**config.mk**
```make
export PLATFORM = sky130hd
export DESIGN_NAME = spike_accum_flat
export DESIGN_NICKNAME = d
export VERILOG_FILES = /design/src/rtl/shenjing_pkg.sv /design/src/rtl/spike_accum_if.sv /design/src/rtl/spike_accum.sv /design/src/flat_wrapper.sv
export SDC_FILE = /design/constraint.sdc
export NUM_CORES = 1
export LEC_CHECK = 0
export ABC_AREA = 1
export CAP_MARGIN = 40
export CORE_MARGIN = 5
export CORE_UTILIZATION = 30
export DETAILED_ROUTE_END_ITERATION = 6
export PLACE_DENSITY_LB_ADDON = 0.12
export SLEW_MARGIN = 15
export SYNTH_ARGS = -nofsm -noshare
export SYNTH_HDL_FRONTEND = slang
export SYNTH_SLANG_ARGS = --single-unit
```
**constraint.sdc**
```tcl
create_clock -name clk -period 2.14 [get_ports clk]
set_clock_uncertainty 0.1 [all_clocks]
set_input_delay 0.428 -clock clk [delete_from_list [all_inputs] [get_ports clk]]
set_output_delay 0.428 -clock clk [all_outputs]
set_load 0.1 [all_outputs]
```
**src/rtl/shenjing_pkg.sv**
```systemverilog
// Shared types and default widths for the neuron input/output pipeline.
// The default widths are shared with spike_gen so the partial sum lines up with its threshold test.
package shenjing_pkg;

   typedef enum logic [1:0] {IDLE, SCAN, DRAIN, DONE} accum_state_e;

   localparam int NUM_AXON_DEF     = 256;
   localparam int WEIGHT_WIDTH_DEF = 8;
   localparam int ADDER_WIDTH_DEF  = 16;

endpackage

```
**src/rtl/spike_accum_if.sv**
```systemverilog
// Handshake and SRAM signals around spike_accum.
// The slave modport is the accumulator; the master modport is its environment (router, weight SRAM, spike_gen).
interface spike_accum_if #(
   parameter int NUM_AXON     = shenjing_pkg::NUM_AXON_DEF,
   parameter int AXON_IDX_W   = $clog2(NUM_AXON),
   parameter int WEIGHT_WIDTH = shenjing_pkg::WEIGHT_WIDTH_DEF,
   parameter int SUM_WIDTH    = shenjing_pkg::ADDER_WIDTH_DEF
);
   logic                    spike_vld;
   logic                    spike_rdy;
   logic [NUM_AXON-1:0]     spike_vec;
   logic                    wt_rd_en;
   logic [AXON_IDX_W-1:0]   wt_addr;
   logic [WEIGHT_WIDTH-1:0] wt_data;
   logic                    sum_vld;
   logic                    sum_rdy;
   logic [SUM_WIDTH-1:0]    input_sum;

   modport slave (
      input  spike_vld, spike_vec, wt_data, sum_rdy,
      output spike_rdy, wt_rd_en, wt_addr, sum_vld, input_sum
   );

   modport master (
      output spike_vld, spike_vec, wt_data, sum_rdy,
      input  spike_rdy, wt_rd_en, wt_addr, sum_vld, input_sum
   );
endinterface

```
**src/rtl/spike_accum.sv**
```systemverilog
// Neuron input stage: walks one spike vector an axon per cycle, fetches weights for set bits
// and accumulates them into a wrapping partial sum offered to spike_gen.
module spike_accum
   import shenjing_pkg::*;
#(
   parameter int NUM_AXON     = NUM_AXON_DEF,
   parameter int AXON_IDX_W   = $clog2(NUM_AXON),
   parameter int WEIGHT_WIDTH = WEIGHT_WIDTH_DEF,
   parameter int ADDER_WIDTH  = ADDER_WIDTH_DEF,
   parameter int SUM_WIDTH    = ADDER_WIDTH
) (
   input  logic           clk,
   input  logic           rstb,
   spike_accum_if.slave   bus
);

   accum_state_e          state_q, state_d;
   logic [NUM_AXON-1:0]   vec_q, vec_d;
   logic [AXON_IDX_W-1:0] idx_q, idx_d;
   logic [SUM_WIDTH-1:0]  acc_q, acc_d;
   logic                  rd_pend_q;
   logic                  rd_en;
   logic [SUM_WIDTH-1:0]  wt_ext;

   // Every axon gets a slot, set or not, so the scan length never depends on spike count.
   assign rd_en  = (state_q == SCAN) && vec_q[idx_q];
   assign wt_ext = {{(SUM_WIDTH-WEIGHT_WIDTH){bus.wt_data[WEIGHT_WIDTH-1]}}, bus.wt_data};

   assign bus.spike_rdy = (state_q == IDLE);
   assign bus.wt_rd_en  = rd_en;
   assign bus.wt_addr   = idx_q;
   assign bus.sum_vld   = (state_q == DONE);
   assign bus.input_sum = acc_q;

   always_comb begin
      state_d = state_q;
      vec_d   = vec_q;
      idx_d   = idx_q;
      acc_d   = acc_q;

      // Read data lands one cycle after the strobe, so the last weight is added in DRAIN.
      if (rd_pend_q && (state_q == SCAN || state_q == DRAIN)) begin
         acc_d = acc_q + wt_ext;
      end

      case (state_q)
         IDLE: begin
            if (bus.spike_vld) begin
               vec_d   = bus.spike_vec;
               acc_d   = '0;
               idx_d   = '0;
               state_d = SCAN;
            end
         end
         SCAN: begin
            if (idx_q == AXON_IDX_W'(NUM_AXON-1)) begin
               state_d = DRAIN;
            end else begin
               idx_d = idx_q + AXON_IDX_W'(1);
            end
         end
         DRAIN: state_d = DONE;
         DONE: begin
            if (bus.sum_rdy) begin
               state_d = IDLE;
            end
         end
         default: state_d = IDLE;
      endcase
   end

   always_ff @(posedge clk or negedge rstb) begin
      if (!rstb) begin
         state_q   <= IDLE;
         vec_q     <= '0;
         idx_q     <= '0;
         acc_q     <= '0;
         rd_pend_q <= 1'b0;
      end else begin
         state_q   <= state_d;
         vec_q     <= vec_d;
         idx_q     <= idx_d;
         acc_q     <= acc_d;
         rd_pend_q <= rd_en;
      end
   end

endmodule

```
**src/flat_wrapper.sv**
```systemverilog
// flat-port wrapper written by rule: the top's interface ports become plain ports
module spike_accum_flat import shenjing_pkg::*;
#(
   parameter int NUM_AXON     = NUM_AXON_DEF,
   parameter int AXON_IDX_W   = $clog2(NUM_AXON),
   parameter int WEIGHT_WIDTH = WEIGHT_WIDTH_DEF,
   parameter int ADDER_WIDTH  = ADDER_WIDTH_DEF,
   parameter int SUM_WIDTH    = ADDER_WIDTH
)
  (clk, rstb, bus_spike_vld, bus_spike_vec, bus_wt_data, bus_sum_rdy, bus_spike_rdy, bus_wt_rd_en, bus_wt_addr, bus_sum_vld, bus_input_sum);
  spike_accum_if #(.NUM_AXON(NUM_AXON), .AXON_IDX_W(AXON_IDX_W), .WEIGHT_WIDTH(WEIGHT_WIDTH), .SUM_WIDTH(SUM_WIDTH)) bus_i ();
  input  logic clk;
  input  logic rstb;
  input wire logic [$bits(bus_i.spike_vld)-1:0] bus_spike_vld;
  input wire logic [$bits(bus_i.spike_vec)-1:0] bus_spike_vec;
  input wire logic [$bits(bus_i.wt_data)-1:0] bus_wt_data;
  input wire logic [$bits(bus_i.sum_rdy)-1:0] bus_sum_rdy;
  output wire logic [$bits(bus_i.spike_rdy)-1:0] bus_spike_rdy;
  output wire logic [$bits(bus_i.wt_rd_en)-1:0] bus_wt_rd_en;
  output wire logic [$bits(bus_i.wt_addr)-1:0] bus_wt_addr;
  output wire logic [$bits(bus_i.sum_vld)-1:0] bus_sum_vld;
  output wire logic [$bits(bus_i.input_sum)-1:0] bus_input_sum;
  assign bus_i.spike_vld = bus_spike_vld;
  assign bus_i.spike_vec = bus_spike_vec;
  assign bus_i.wt_data = bus_wt_data;
  assign bus_i.sum_rdy = bus_sum_rdy;
  assign bus_spike_rdy = bus_i.spike_rdy;
  assign bus_wt_rd_en = bus_i.wt_rd_en;
  assign bus_wt_addr = bus_i.wt_addr;
  assign bus_sum_vld = bus_i.sum_vld;
  assign bus_input_sum = bus_i.input_sum;
  spike_accum #(.NUM_AXON(NUM_AXON), .AXON_IDX_W(AXON_IDX_W), .WEIGHT_WIDTH(WEIGHT_WIDTH), .ADDER_WIDTH(ADDER_WIDTH), .SUM_WIDTH(SUM_WIDTH)) u_core (.clk(clk), .rstb(rstb), .bus(bus_i));
endmodule
```
Word-level counts from Yosys, hierarchy flattened
Index checks and enable logic that the tools add are counted.
- add/subtract/negate cells: 2
- magnitude comparators: 1
- equal/unequal tests: 8
- mux-type cells: 12
- reduce and logical (&&, ||, !) cells: 8
- operators with widths (cell ; count):
    16-bit two-way mux ; 3
    16-bit adder ; 1
    8-bit two-way mux ; 2
    8-bit case mux with 2 select lines ; 1
    8-bit by 9-bit < comparator with 1-bit output (second input constant) ; 1
    8-bit by 1-bit adder with 8-bit output (second input constant) ; 1
    1-bit binary-select mux with 8-bit select ; 1
    8-bit equality test (second input constant) ; 1
    2-bit != test (second input constant) ; 4
    2-bit case mux with 4 select lines ; 1
    2-bit two-way mux ; 3
    3-bit AND reduction ; 2
    2-bit equality test (second input constant) ; 2
    2-bit by 1-bit equality test with 1-bit output (second input constant) ; 1
    1-bit logical AND ; 2
    2-bit logical NOT ; 1
    2-bit AND reduction ; 1
    2-bit nonzero test ; 1
    1-bit logical OR ; 1
    1-bit two-way mux ; 1
- register bits after elaboration: 283
- input bits: 268
- output and inout port bits: 27
- word-level logic and storage cells: 36

Longest topological paths before layout
- depth in word-level cells: 6
- mapped depth: 17
- gate-level depth less buffers: 16

Worst setup path after synthesis
No wires, ideal clock.
- path type: register to output
- from: register u_core.idx_q[2] (netlist: u_core.bus.wt_addr[2])
- to: output bus_wt_rd_en
- arrival time: 3.632 ns
- data required time: 1.612 ns
- path slack: -2.020 ns
- stages on the path, launching flop included: 15
- path buffers: 2
- cells stage by stage: dfrtp_1 > buf_4 > nand2_1 > inv_1 > buf_2 > nand2_1 > a21oi_1 > nor2_1 > nand2_1 > nand3_1 > nand2_1 > nand2_1 > nand2_1 > inv_1 > a21oi_1
- word-level cells in the longest chain between the ends: 3
- RTL lines (item ; line ; source):
    start: declaration ; spike_accum.sv:19 ; logic [AXON_IDX_W-1:0] idx_q, idx_d;
    start signal: assignment ; spike_accum.sv:82 ; idx_q <= idx_d;
    1-bit binary-select mux with 8-bit select ; spike_accum.sv:26 ; assign rd_en = (state_q == SCAN) && vec_q[idx_q];
    1-bit two-way mux (implied by the code) ; spike_accum.sv:26 ;
    1-bit logical AND ; spike_accum.sv:26 ;
    end: declaration ; flat_wrapper.sv:19 ; output wire logic [$bits(bus_i.wt_rd_en)-1:0] bus_wt_rd_en;
Every way passes these cells. The select of a mux whose other input is x is not followed.

Worst setup path after layout
- from: register u_core.idx_q[0] (netlist: u_core.bus.wt_addr[0])
- to: output bus_wt_rd_en
Same word-level chain as after synthesis.

==> metrics.md <==
| Metric | Value |
|---|---|
| DR pass1 iterations | `4` |
| Max Freq | `301 MHz` |
| VDD IR max | `544 uV` |
| GRT Overall Usage | `18.8%` |
| Hold Crit Class | `input port to async pin` |
| WL final | `50800 um` |
| # DRC | `0` |
| Final worst setup slack | `-1.18 ns` |
| Top delay family on crit path | `buffers and inverters` |
| CTS root buffer | `clkbuf_16` |
| Routed length per instance | `17.0 um` |
| Initial antenna violation count | `0` |
| Syn_nets | `2254` |
| Total CTS buffers | `36` |
| Synth cell types | `32` |
| Flop and latch count out of synthesis | `283` |
| Yosys warning count | `0` |
| P per Cell Area | `1410 nW/um^2` |
| Setup crit end kind | `primary output` |
| Clk Latency, worst-skew pair | `0.54 ns` |
| CTS Sinks | `283` |
| Unrepaired setup endpoints after global routing | `yes` |
| Row Count | `79` |
| Max Root-Sink Buffers | `3` |
| WP data required | `1.61 ns` |
| Crit path cell chain | `clkinv_8 -> buf_16 -> buf_12 -> buf_6 -> o21ai_0 -> nand3_1 -> nand3_1 -> nand2_1 -> nand3_2 -> nand2_2 -> nand2_1 -> nand2_2 -> inv_2 -> a21oi_4 -> buf_12` |
| Vias | `13682` |
| Worst Hold Margin | `0.274 ns` |
| Routed vias/inst | `4.59` |
| CP max stage delay | `0.57 ns` |
| Final HPWL DP | `36300 um` |
| Slew at the pin closest to its max-slew limit | `0.384 ns` |
| Synth Cell Area | `14300 sq um` |
| Max Fanout on Critical Path | `7` |
| Leakage Power | `10.3 nW` |
| Status | `complete, but fails checks` |
| Pwr Total | `29.8 mW` |
| Clk pin slew, worst setup/hold paths | `0.06 ns` |
| Rel. slew slack | `74.4%` |
| Vias in the first global route | `14133` |
| Crit Path Category | `register to primary output` |
| Final Wtd Congestion | `0.835` |
| Io pins | `295` |
| First-pass GRT wire length | `78600 um` |
| Final setup TNS | `-1.56 ns` |
| Layout Nets | `2638` |
| Core box area | `46800 sq um` |
| Tmin final | `3.32 ns` |
| Critical path launch point type | `register` |
| Share of layout cells above drive strength 1 | `15.3%` |
| Slowest stage cell, crit path | `dfrtp_4` |
| Synth top area share | `49.7%` |
| Drt initial violations | `843` |
| Die ar. | `52000 sq um` |
| H-tree levels | `2` |
| Final setup violation count | `8` |
| Post-synthesis cell count | `1965` |
| Antenna-violating nets left | `0` |
| Post-synth top area cell | `dfrtp_1` |
| Die Y | `228 um` |
| Initial core utilization | `30.5%` |
| Port bufs | `294` |
| Antenna Cells | `0` |
| Fill count | `4742` |
| Gr ovfl total | `0` |
| Largest net degree at the start of global routing | `92` |
| Synth area leaders | `dfrtp_1, nand2_1, o21ai_0` |
| Sequential share of the synthesized area | `49.7%` |
| Maxcap violations | `0` |
| Failing checks | `negative setup slack` |
| Buf/Inv on CP | `6` |
| Worst EP arrival | `2.79 ns` |
| Area grow syn2layout | `48.4%` |
| Avg Cell Area, Syn | `7.26 sq um` |
| Post-DP Area | `19100 sq um` |
| CTS tree | `done` |
| Util after Layout | `45.3%` |
| Design area | `21200 sq um` |
| Tcrit/Tclk final | `155%` |
| Final Slew Violations | `0` |
| Chip Width | `228 um` |
| Final Hold Viols | `0` |
## layer usage
metal | vias to the layer above | share of wire (%) | track usage, %
met4 | 0 | 2.3 | 5.65
met1 | 6407 | 46 | 25.5
met3 | 67 | 3.8 | 2.76
met5 | - | 0 | 0
li1 | 6909 | - | -
met2 | 299 | 47 | 31.2
## layout by cell type (no fill, tap or decap), drive strengths merged
| cell | n |
|---|---|
| a21o | 5 |
| a21oi | 35 |
| a221oi | 1 |
| a31oi | 1 |
| and3 | 1 |
| buf | 180 |
| bufinv | 3 |
| clkbuf | 58 |
| clkdlybuf4s50 | 265 |
| clkinv | 11 |
| clkinvlp | 3 |
| dfrtp | 283 |
| dlygate4sd3 | 1 |
| dlymetal6s2s | 1 |
| fa | 1 |
| ha | 20 |
| inv | 157 |
| nand2 | 835 |
| nand3 | 118 |
| nand3b | 1 |
| nand4 | 1 |
| nor2 | 177 |
| nor3 | 5 |
| o211ai | 16 |
| o21a | 2 |
| o21ai | 180 |
| o21bai | 1 |
| o221ai | 2 |
| or2 | 4 |
| xnor2 | 3 |
| xor2 | 5 |
## per-stage QoR
step	instances	worst slack, ns
4_1_cts	2964	-1.18
3_5_place_dp	2890	-0.620
5_1_grt	2983	-1.29
2_1_floorplan	1965	-0.614
3_3_place_gp	2890	-0.637
6_report	2983	-1.18
## report_power, final
group	internal (mW)	leakage [nW]	switching (mW)
Clock	3.86	0.603	2.47
Sequential	7.86	3.51	1.28
Combinational	5.83	6.17	8.50
Total	17.6	10.3	12.3
## sequential cells by signal, indices dropped and copies added, names as in the netlist
register	flops
u_core.rd_pend_q	1
u_core.vec_q	256
u_core.bus.wt_addr	8
u_core.state_q	2
u_core.bus.input_sum	16
## final cells by class
cell class / instances / area (sq um) / area share [%]
flip-flops and latches: 283 / 7120 / 33.7
clock buffers: 51 / 1070 / 5.06
multi-input cells: 1414 / 6490 / 30.7
repair buffers: 454 / 4920 / 23.3
well taps: 607 / 759 / 3.59
inverters: 160 / 626 / 2.96
clock inverters: 14 / 171 / 0.810
## cells in the mapped netlist (all sizes together)
cell,n
nand2,835
dfrtp,283
o21ai,180
nor2,177
inv,158
nand3,118
clkbuf,66
buf,42
a21oi,35
ha,20
o211ai,16
a21o,5
nor3,5
xor2,5
or2,4
xnor2,3
clkinv,2
o21a,2
o221ai,2
a221oi,1
a31oi,1
and3,1
fa,1
nand3b,1
nand4,1
o21bai,1
## logic make-up (layout without fill, tap and decap cells)
kind of cell	count (synthesis)	count (layout)	share of synthesized area, %
XOR/XNOR	8	8	0.491
adder cells (fa/ha/maj)	21	21	1.90
buffers and inverters	268	679	7.61
flip-flops	283	283	49.7
AO/OA/AOI/OAI	243	243	9.06
AND/OR/NAND/NOR	1142	1142	31.3
## final timing paths
check | slack [ns] | depth (start not counted) | startpoint | to
min in group clk | 0.32 | 3 | bus_spike_vec[48] | u_core.vec_q[48]
max in group asynchronous | 0.94 | 3 | rstb | u_core.vec_q[217]
worst min register to register | 0.37 | 2 | u_core.vec_q[42] | u_core.vec_q[42]
worst max register to register | -0.10 | 14 | u_core.bus.wt_addr[0] | u_core.bus.wt_addr[4]
worst max-delay path | -1.18 | 15 | u_core.bus.wt_addr[0] | bus_wt_rd_en
worst min-delay path | 0.27 | 2 | rstb | u_core.vec_q[161]
## timing repair
action                     CTS  global route
hold buffers                 1             0
pin swaps                    4            42
buffers inserted             4            13
setup endpoints to repair   10            20
resized for setup           32            95
hold endpoints to repair    32             0
gates cloned                 4             7
Power figures use the tool's default switching activity.
